==> config.mk <==
export PLATFORM = sky130hd
export DESIGN_NAME = hazard_scheduler_flat
export DESIGN_NICKNAME = d
export VERILOG_FILES = /design/src/rtl/hazard_if.sv /design/src/rtl/hazard_scheduler.sv /design/src/flat_wrapper.sv
export SDC_FILE = /design/constraint.sdc
export NUM_CORES = 1
export LEC_CHECK = 0
export ABC_AREA = 0
export CAP_MARGIN = 20
export CORE_MARGIN = 3
export CORE_UTILIZATION = 47
export DETAILED_ROUTE_END_ITERATION = 10
export GPL_ROUTABILITY_DRIVEN = 0
export GPL_TIMING_DRIVEN = 0
export PLACE_DENSITY_LB_ADDON = 0.3
export SLEW_MARGIN = 20
export SYNTH_ARGS = -nofsm -noshare
export SYNTH_HDL_FRONTEND = slang
export SYNTH_SLANG_ARGS = --single-unit
==> constraint.sdc <==
create_clock -name clk -period 6.94 [get_ports clk]
set_clock_uncertainty 0.15 [all_clocks]
set_input_delay 1.388 -clock clk [delete_from_list [all_inputs] [get_ports clk]]
set_output_delay 1.388 -clock clk [all_outputs]
set_load 0.05 [all_outputs]
==> src/rtl/hazard_if.sv <==
`default_nettype none
// ============================================================================
// hazard_if
// ID/EX hazard fields into the scheduler and pipeline enables back out.
// Revision: 1.0
// ============================================================================
interface hazard_if #(
    parameter int STAT_W = 16
);
    logic              id_valid;
    logic [5:0]        id_op;
    logic [4:0]        id_rs;
    logic [4:0]        id_rt;
    logic [5:0]        id_func;
    logic [4:0]        ex_rd;
    logic              ex_memread;
    logic              br_taken;
    logic              pc_en;
    logic              ifid_en;
    logic              ifid_flush;
    logic              idex_flush;
    logic              mdu_busy;
    logic [1:0]        action;
    logic [STAT_W-1:0] stall_cnt;

    modport master (
        output id_valid, id_op, id_rs, id_rt, id_func, ex_rd, ex_memread, br_taken,
        input  pc_en, ifid_en, ifid_flush, idex_flush, mdu_busy, action, stall_cnt
    );

    modport slave (
        input  id_valid, id_op, id_rs, id_rt, id_func, ex_rd, ex_memread, br_taken,
        output pc_en, ifid_en, ifid_flush, idex_flush, mdu_busy, action, stall_cnt
    );
endinterface
`default_nettype wire

==> src/rtl/hazard_scheduler.sv <==
`default_nettype none
// ============================================================================
// hazard_scheduler
// Decides per cycle whether the ID-stage instruction runs, stalls or is flushed.
// Revision: 1.0
// ============================================================================
module hazard_scheduler #(
    parameter int MUL_LAT = 4,
    parameter int DIV_LAT = 16,
    parameter int CNT_W   = 5,
    parameter int STAT_W  = 16
) (
    input  logic    clk,
    input  logic    rst,
    hazard_if.slave hz_if
);
    localparam logic [1:0] ACT_RUN        = 2'd0;
    localparam logic [1:0] ACT_LOAD_STALL = 2'd1;
    localparam logic [1:0] ACT_MDU_STALL  = 2'd2;
    localparam logic [1:0] ACT_FLUSH      = 2'd3;

    localparam logic [5:0] C_OP_SPECIAL = 6'h00;
    localparam logic [5:0] C_OP_BEQ     = 6'h04;
    localparam logic [5:0] C_OP_BNE     = 6'h05;
    localparam logic [5:0] C_OP_SW      = 6'h2B;
    localparam logic [5:0] C_FN_MFHI    = 6'h10;
    localparam logic [5:0] C_FN_MFLO    = 6'h12;
    localparam logic [5:0] C_FN_MULT    = 6'h18;
    localparam logic [5:0] C_FN_MULTU   = 6'h19;
    localparam logic [5:0] C_FN_DIV     = 6'h1A;
    localparam logic [5:0] C_FN_DIVU    = 6'h1B;

    localparam logic [CNT_W-1:0]  C_MUL_LOAD = CNT_W'(MUL_LAT);
    localparam logic [CNT_W-1:0]  C_DIV_LOAD = CNT_W'(DIV_LAT);
    localparam logic [STAT_W-1:0] C_STAT_MAX = '1;

    logic [CNT_W-1:0]  cnt_q, cnt_d;
    logic [STAT_W-1:0] stall_q, stall_d;

    logic       w_special;
    logic       w_mdu_op;
    logic       w_mdu_is_div;
    logic       w_hilo_rd;
    logic       w_uses_rt;
    logic       w_src_match;
    logic       w_load_hz;
    logic       w_mdu_busy;
    logic       w_mdu_hz;
    logic [1:0] w_action;

    logic       w_pc_en;
    logic       w_ifid_en;
    logic       w_ifid_flush;
    logic       w_idex_flush;
    logic       w_busy_out;
    logic [1:0] w_action_out;

    // ID-stage decode classes
    always_comb begin
        w_special    = (hz_if.id_op == C_OP_SPECIAL);
        w_mdu_op     = hz_if.id_valid & w_special &
                       ((hz_if.id_func == C_FN_MULT) | (hz_if.id_func == C_FN_MULTU) |
                        (hz_if.id_func == C_FN_DIV)  | (hz_if.id_func == C_FN_DIVU));
        w_mdu_is_div = (hz_if.id_func == C_FN_DIV) | (hz_if.id_func == C_FN_DIVU);
        w_hilo_rd    = hz_if.id_valid & w_special &
                       ((hz_if.id_func == C_FN_MFHI) | (hz_if.id_func == C_FN_MFLO));
        w_uses_rt    = w_special | (hz_if.id_op == C_OP_BEQ) |
                       (hz_if.id_op == C_OP_BNE) | (hz_if.id_op == C_OP_SW);
    end

    always_comb begin
        w_src_match = (hz_if.ex_rd == hz_if.id_rs) |
                      (w_uses_rt & (hz_if.ex_rd == hz_if.id_rt));
        w_load_hz   = hz_if.id_valid & hz_if.ex_memread &
                      (hz_if.ex_rd != 5'd0) & w_src_match;
        w_mdu_busy  = (cnt_q != '0);
        w_mdu_hz    = w_mdu_busy & (w_mdu_op | w_hilo_rd);
    end

    // A taken branch wins: the ID instruction is wrong-path, so its hazards are moot
    always_comb begin
        w_action = ACT_RUN;
        if (hz_if.br_taken) begin
            w_action = ACT_FLUSH;
        end else if (w_load_hz) begin
            w_action = ACT_LOAD_STALL;
        end else if (w_mdu_hz) begin
            w_action = ACT_MDU_STALL;
        end
    end

    always_comb begin
        cnt_d = cnt_q;
        if ((w_action == ACT_RUN) && w_mdu_op) begin
            cnt_d = w_mdu_is_div ? C_DIV_LOAD : C_MUL_LOAD;
        end else if (cnt_q != '0) begin
            cnt_d = cnt_q - 1'b1;
        end
    end

    always_comb begin
        stall_d = stall_q;
        if (((w_action == ACT_LOAD_STALL) || (w_action == ACT_MDU_STALL)) &&
            (stall_q != C_STAT_MAX)) begin
            stall_d = stall_q + 1'b1;
        end
    end

    always_ff @(posedge clk) begin
        if (rst) begin
            cnt_q   <= '0;
            stall_q <= '0;
        end else begin
            cnt_q   <= cnt_d;
            stall_q <= stall_d;
        end
    end

    // Reset holds the front end frozen and bubbled regardless of ID contents
    always_comb begin
        w_action_out = w_action;
        w_busy_out   = w_mdu_busy;
        w_pc_en      = 1'b1;
        w_ifid_en    = 1'b1;
        w_ifid_flush = 1'b0;
        w_idex_flush = 1'b0;
        case (w_action)
            ACT_FLUSH: begin
                w_ifid_flush = 1'b1;
                w_idex_flush = 1'b1;
            end
            ACT_LOAD_STALL, ACT_MDU_STALL: begin
                w_pc_en      = 1'b0;
                w_ifid_en    = 1'b0;
                w_idex_flush = 1'b1;
            end
            default: begin
                w_pc_en      = 1'b1;
                w_ifid_en    = 1'b1;
            end
        endcase
        if (rst) begin
            w_action_out = ACT_FLUSH;
            w_busy_out   = 1'b0;
            w_pc_en      = 1'b0;
            w_ifid_en    = 1'b0;
            w_ifid_flush = 1'b1;
            w_idex_flush = 1'b1;
        end
    end

    assign hz_if.pc_en      = w_pc_en;
    assign hz_if.ifid_en    = w_ifid_en;
    assign hz_if.ifid_flush = w_ifid_flush;
    assign hz_if.idex_flush = w_idex_flush;
    assign hz_if.mdu_busy   = w_busy_out;
    assign hz_if.action     = w_action_out;
    assign hz_if.stall_cnt  = stall_q;

endmodule
`default_nettype wire

==> src/flat_wrapper.sv <==
// flat-port wrapper written by rule: the top's interface ports become plain ports
module hazard_scheduler_flat 
#(
    parameter int MUL_LAT = 4,
    parameter int DIV_LAT = 16,
    parameter int CNT_W   = 5,
    parameter int STAT_W  = 16
)
  (clk, rst, hz_if_id_valid, hz_if_id_op, hz_if_id_rs, hz_if_id_rt, hz_if_id_func, hz_if_ex_rd, hz_if_ex_memread, hz_if_br_taken, hz_if_pc_en, hz_if_ifid_en, hz_if_ifid_flush, hz_if_idex_flush, hz_if_mdu_busy, hz_if_action, hz_if_stall_cnt);
  hazard_if #(.STAT_W(STAT_W)) hz_if_i ();
  input  logic clk;
  input  logic rst;
  input wire logic [$bits(hz_if_i.id_valid)-1:0] hz_if_id_valid;
  input wire logic [$bits(hz_if_i.id_op)-1:0] hz_if_id_op;
  input wire logic [$bits(hz_if_i.id_rs)-1:0] hz_if_id_rs;
  input wire logic [$bits(hz_if_i.id_rt)-1:0] hz_if_id_rt;
  input wire logic [$bits(hz_if_i.id_func)-1:0] hz_if_id_func;
  input wire logic [$bits(hz_if_i.ex_rd)-1:0] hz_if_ex_rd;
  input wire logic [$bits(hz_if_i.ex_memread)-1:0] hz_if_ex_memread;
  input wire logic [$bits(hz_if_i.br_taken)-1:0] hz_if_br_taken;
  output wire logic [$bits(hz_if_i.pc_en)-1:0] hz_if_pc_en;
  output wire logic [$bits(hz_if_i.ifid_en)-1:0] hz_if_ifid_en;
  output wire logic [$bits(hz_if_i.ifid_flush)-1:0] hz_if_ifid_flush;
  output wire logic [$bits(hz_if_i.idex_flush)-1:0] hz_if_idex_flush;
  output wire logic [$bits(hz_if_i.mdu_busy)-1:0] hz_if_mdu_busy;
  output wire logic [$bits(hz_if_i.action)-1:0] hz_if_action;
  output wire logic [$bits(hz_if_i.stall_cnt)-1:0] hz_if_stall_cnt;
  assign hz_if_i.id_valid = hz_if_id_valid;
  assign hz_if_i.id_op = hz_if_id_op;
  assign hz_if_i.id_rs = hz_if_id_rs;
  assign hz_if_i.id_rt = hz_if_id_rt;
  assign hz_if_i.id_func = hz_if_id_func;
  assign hz_if_i.ex_rd = hz_if_ex_rd;
  assign hz_if_i.ex_memread = hz_if_ex_memread;
  assign hz_if_i.br_taken = hz_if_br_taken;
  assign hz_if_pc_en = hz_if_i.pc_en;
  assign hz_if_ifid_en = hz_if_i.ifid_en;
  assign hz_if_ifid_flush = hz_if_i.ifid_flush;
  assign hz_if_idex_flush = hz_if_i.idex_flush;
  assign hz_if_mdu_busy = hz_if_i.mdu_busy;
  assign hz_if_action = hz_if_i.action;
  assign hz_if_stall_cnt = hz_if_i.stall_cnt;
  hazard_scheduler #(.MUL_LAT(MUL_LAT), .DIV_LAT(DIV_LAT), .CNT_W(CNT_W), .STAT_W(STAT_W)) u_core (.clk(clk), .rst(rst), .hz_if(hz_if_i));
endmodule
# Word-level counts from Yosys, hierarchy flattened
# Cells that the tools add are included.
[totals]
register_bits = 21
input_bits = 32
out_inout_bits = 23
word_cells = 61
[classes]
n_addsub = 2
n_eq_ne = 15
n_mux = 14
n_bitwise = 18
reduce_logical = 10
[op_table]
columns = ["operator", "count"]
rows = [
  ["$eq 6x5->1 const B", 6],
  ["$add 16x1->16 const B", 1],
  ["$ne 16x16->1 const B", 1],
  ["$mux 5", 3],
  ["$eq 6x3->1 const B", 2],
  ["$eq 5x5->1", 2],
  ["$or 1x1->1", 10],
  ["$reduce_bool 5->1", 2],
  ["$and 1x1->1", 8],
  ["$mux 2", 4],
  ["$mux 1", 7],
  ["$eq 6x6->1 const B", 1],
  ["$logic_not 6->1", 1],
  ["$sub 5x1->5 const B", 1],
  ["$eq 2x2->1 const B", 2],
  ["$reduce_or 3->1", 1],
  ["$eq 2x1->1 const B", 1],
  ["$logic_and 1x1->1", 2],
  ["$logic_not 2->1", 1],
  ["$reduce_bool 2->1", 1],
  ["$reduce_or 2->1", 1],
  ["$logic_or 1x1->1", 1],
]

# Longest topological paths before layout
[logic_depth]
depth_word = 14
depth_mapped = 11
depth_no_buf = 10

# Least setup slack after synthesis
# Ideal clock, no wire load.
[synth_path]
kind = "input -> output"
start = "input hz_if_ex_rd[0]"
end = "output hz_if_pc_en"
arrival_time_ns = 3.634
required_ns = 5.402
setup_slack_ns = 1.768
path_stages = 7
path_buffers = 1
path_cell_list = "or3_1 o311a_1 nand4_1 and3b_1 ha_1 nor2_1 buf_4"
[synth_via]
elab_chain_cells = 10
elab_cells_between_ends = 14
classes_between = "eq/ne: 4; mux: 4; bitwise: 4; reduce/logical: 2"
[synth_lines]
columns = ["element", "line_no", "rtl"]
rows = [
  ["start: declaration", "flat_wrapper.sv:18", "input wire logic [$bits(hz_if_i.ex_rd)-1:0] hz_if_ex_rd;"],
  ["$eq 5x5->1", "hazard_scheduler.sv:73", "(w_uses_rt & (hz_if.ex_rd == hz_if.id_rt));"],
  ["$and 1x1->1", "hazard_scheduler.sv:73", ""],
  ["$or 1x1->1", "hazard_scheduler.sv:72", "w_src_match = (hz_if.ex_rd == hz_if.id_rs) |"],
  ["$and 1x1->1 (*)", "hazard_scheduler.sv:75", "(hz_if.ex_rd != 5'd0) & w_src_match;"],
  ["$mux 2 (*)", "hazard_scheduler.sv:85", "end else if (w_load_hz) begin"],
  ["$mux 2 (*)", "hazard_scheduler.sv:83", "if (hz_if.br_taken) begin"],
  ["$eq 2x2->1 / $eq 2x1->1 (equally long branches)", "--", ""],
  ["$reduce_or 2->1 (*)", "--", ""],
  ["$mux 1 (*) (2 in series)", "--", ""],
  ["end: declaration", "flat_wrapper.sv:21", "output wire logic [$bits(hz_if_i.pc_en)-1:0] hz_if_pc_en;"],
]
# Mark *: on every way between the ends. The rest lies on a longest branch, timed or not.

# Worst setup path in the final report
[layout_path]
start = "input hz_if_ex_rd[3]"
end = "output hz_if_pc_en"
[layout_via]
elab_chain_cells = 10
elab_cells_between_ends = 14
classes_between = "eq/ne: 4; mux: 4; bitwise: 4; reduce/logical: 2"
[layout_lines]
columns = ["element", "line_no", "rtl"]
rows = [
  ["$eq 5x5->1", "hazard_scheduler.sv:73", ""],
  ["$and 1x1->1", "hazard_scheduler.sv:73", ""],
  ["$or 1x1->1", "hazard_scheduler.sv:72", ""],
  ["$and 1x1->1 (*)", "hazard_scheduler.sv:75", ""],
  ["$mux 2 (*)", "hazard_scheduler.sv:85", ""],
  ["$mux 2 (*)", "hazard_scheduler.sv:83", ""],
  ["$eq 2x2->1 / $eq 2x1->1 (equally long branches)", "hazard_scheduler.sv:127", "case (w_action)"],
  ["$reduce_or 2->1 (*)", "--", ""],
  ["$mux 1 (*)", "hazard_scheduler.sv:127", ""],
  ["$mux 1 (*)", "hazard_scheduler.sv:142", "if (rst) begin"],
]
# Marked as above.

==> run metrics <==
synthesis warning total 0; final core utilization 71.9%; area share of and/or/nand/nor cells after synthesis 32.5%; most common library cell in the layout ignoring fill and taps sky130_fd_sc_hd__clkdlybuf4s50_1; setup-violating endpoint count in the final report 0; detail-routed net length per standard cell 14.8 µm; minimum period implied by the final worst setup slack 6000 ps; HPWL after DPL 3060 µm; library cell with the largest summed area after synthesis sky130_fd_sc_hd__dfxtp_1; DP Cell Count 258; number of search-and-repair iterations in the first detailed-routing pass 4; complex-gate fraction of the synthesized area 15.7%; post-synthesis sequential element count 21; largest family of logic cells by synthesized area simple AND/OR/NAND/NOR gates; unrepaired setup endpoints after global routing false; largest fanout on the critical path 7; number of global-route vias before repair 1479; clock tree from TritonCTS built; ratio of total power to cell area 174 mW/mm²; slack of the critical path 938 ps; total congestion overflow 0; number of H-tree levels 1; synth-to-layout area growth 42.5%; per-cell via count in the routed design 5.94; Hold/Removal Path Class reg2reg; number of flops mapped to enable cells by yosys 0; total negative slack 0 ps; number of antenna violations at the first check in global routing 0; placed standard-cell area 0.00198 mm²; Setup WS pre-CTS 986 ps; power share of the combinational group 41.5%; non-filler instance count after layout 262; commonest cells after routing, fill and taps aside sky130_fd_sc_hd__clkdlybuf4s50_1, sky130_fd_sc_hd__dfxtp_1, sky130_fd_sc_hd__nor2_1; Synth Area in XOR/XNOR 8.05%; via count 1555; biggest area contributors in the synthesized netlist sky130_fd_sc_hd__dfxtp_1, sky130_fd_sc_hd__mux2_2, sky130_fd_sc_hd__xor2_1, sky130_fd_sc_hd__nand3_1, sky130_fd_sc_hd__nor2b_1; Max Transition Viols Final 0; P_int 0.225 mW; synthesized area per cell 8.13 µm²; post-layout power 0.351 mW; buffers inserted by post-CTS timing repair 0; placement row count 19; arrival time of data at the critical path endpoint 4460 ps; number of DRC violations after detailed routing 0; fin nets 267; setup slack of the worst register-to-register path 3650 ps; Fmax achieved 167 MHz; outcome finished, final reports clean; total global-route track usage 22.4%; clock transition at the register clock pins on the worst setup and hold paths after CTS 110 ps; post-cts gate resize count 0; antenna diode count 0; Sw Pwr 0.126 mW; I/O pin total 55; Final period util 86.5%; Iter 0 DRT Violations 94; instance count of the mapped netlist 174; combined area of all synthesized cells 0.00142 mm²; final wirelength 3880 µm; Die Y-Extent 60.9 µm; Root Driver sky130_fd_sc_hd__clkbuf_4; maximum number of pins on one net before global-route repair 12; Reg power frac 41.5%; number of buffers inserted by port buffering 53; Post-Route Hold Slack 354 ps; CTS hold repair buffers 0; max-cap viol count 0; arithmetic-cell share of the synthesized area counting full adders, half adders and majority gates 2.65%; synthesized netlist net count 209; Worst Max-Slew Pin Slew 773 ps; clock buffer count from CTS 3; number of endpoints with negative hold slack in the final report 0; clock insertion delay at the later pin of the skew report 310 ps; Bufs on Longest Clock Path 2; number of inserted filler cells in the final layout 235; fraction of final layout cells sized beyond drive strength 1 6.93%; die boundary width 60.9 µm; share of total power consumed by net switching 36.0%; number of distinct library cells after synthesis 44; number of nets still failing antenna checks after routing 0; clock group share of total power 16.9%; clock net sink count 21; first-pass GRT wire length 6380 µm; reported leakage power 0.734 nW; data required time at the worst endpoint 5400 ps; post-synthesis sequential area ratio 29.7%; CP startpoint kind primary input; kind of critical path in2out; starting utilization of the core area 50.4%; area of the core region 0.00281 mm²; Die Outline Area 0.00371 mm²; Yosys top cell area share 29.7%; multiplexer area fraction after synthesis 7.78%; top flip-flop cell by instance count after synthesis sky130_fd_sc_hd__dfxtp_1; maximum vdd drop 0.154 mV; post-route standard cell area excluding fillers 0.00202 mm²; headroom to the max-slew limit 48.0%; crit path capture type output port; share of async-settable or async-resettable flops after synthesis 0%
==> worst max-delay path, stage by stage <==
cell	delay [ps]
sky130_fd_sc_hd__clkdlybuf4s50_1	500
sky130_fd_sc_hd__xor2_1	200
sky130_fd_sc_hd__nor4_1	430
sky130_fd_sc_hd__nand4_1	220
sky130_fd_sc_hd__and3b_1	220
sky130_fd_sc_hd__ha_1	390
sky130_fd_sc_hd__nor2_1	200
sky130_fd_sc_hd__buf_4	140
sky130_fd_sc_hd__clkdlybuf4s50_1	780
==> synth_stat cells (3+ instances only) <==
cell type and number:
sky130_fd_sc_hd__xor2_1 10, sky130_fd_sc_hd__nand4_1 4, sky130_fd_sc_hd__mux2_2 8, sky130_fd_sc_hd__xnor2_1 3, sky130_fd_sc_hd__or3_1 3, sky130_fd_sc_hd__nand2_1 11, sky130_fd_sc_hd__nand3_1 13, sky130_fd_sc_hd__a211oi_1 4
sky130_fd_sc_hd__clkbuf_1 5, sky130_fd_sc_hd__nor3_1 6, sky130_fd_sc_hd__o41ai_1 3, sky130_fd_sc_hd__dfxtp_1 21, sky130_fd_sc_hd__inv_1 4, sky130_fd_sc_hd__nor2_1 15, sky130_fd_sc_hd__nor2b_1 10, sky130_fd_sc_hd__a21oi_1 8
sky130_fd_sc_hd__nor4_1 3, sky130_fd_sc_hd__and3_1 5, sky130_fd_sc_hd__ha_1 3, sky130_fd_sc_hd__and2_1 3
==> final timing paths <==
check,from,to,cells after the start
setup / recovery,hz_if_ex_rd[3],hz_if_pc_en,9
hold / removal,u_core.hz_if.stall_cnt[8],u_core.hz_if.stall_cnt[8],2
setup reg to reg,u_core.cnt_q[0],u_core.hz_if.stall_cnt[11],11
hold reg to reg,u_core.hz_if.stall_cnt[8],u_core.hz_if.stall_cnt[8],2
==> routing by layer <==
layer  wire, µm  vias up  track usage [%]
li1           -      764                -
met1       1590      729             25.2
met2       2050       50             42.3
met3        155       12             4.47
met4         78        0             6.50
met5          0        -                0
==> cells by family after synthesis <==
group                    count (synthesis)
AO/OA/AOI/OAI                           31
adder cells (fa/ha/maj)                  3
flip-flops                              21
AND/OR/NAND/NOR                         84
XOR/XNOR                                13
buffers and inverters                   12
multiplexers                            10
==> area by class of cell <==
class                   instances  area [µm²]  area share (%)
multi-input cells             141         951            47.1
repair buffers                 53         531            26.3
flip-flops and latches         21         420            20.8
well taps                      31        38.8            1.92
plain buffers                   7        31.3            1.55
clock buffers                   4        26.3            1.30
inverters                       5        18.8           0.931
==> state kept, by name (all words and copies together) (netlist names) <==
name                    count
u_core.hz_if.stall_cnt     16
u_core.cnt_q                5
==> power groups by stage <==
stage                     combinational, mW  sequential (mW)  clock [mW]
after floorplan                      0.0919            0.151           0
after detailed placement              0.145            0.148           0
after global routing                  0.162            0.147      0.0646
after global placement                0.138            0.146           0
after CTS                             0.145            0.145      0.0616
final                                 0.146            0.146      0.0594
No activity file was read; power rests on OpenSTA's default activity.
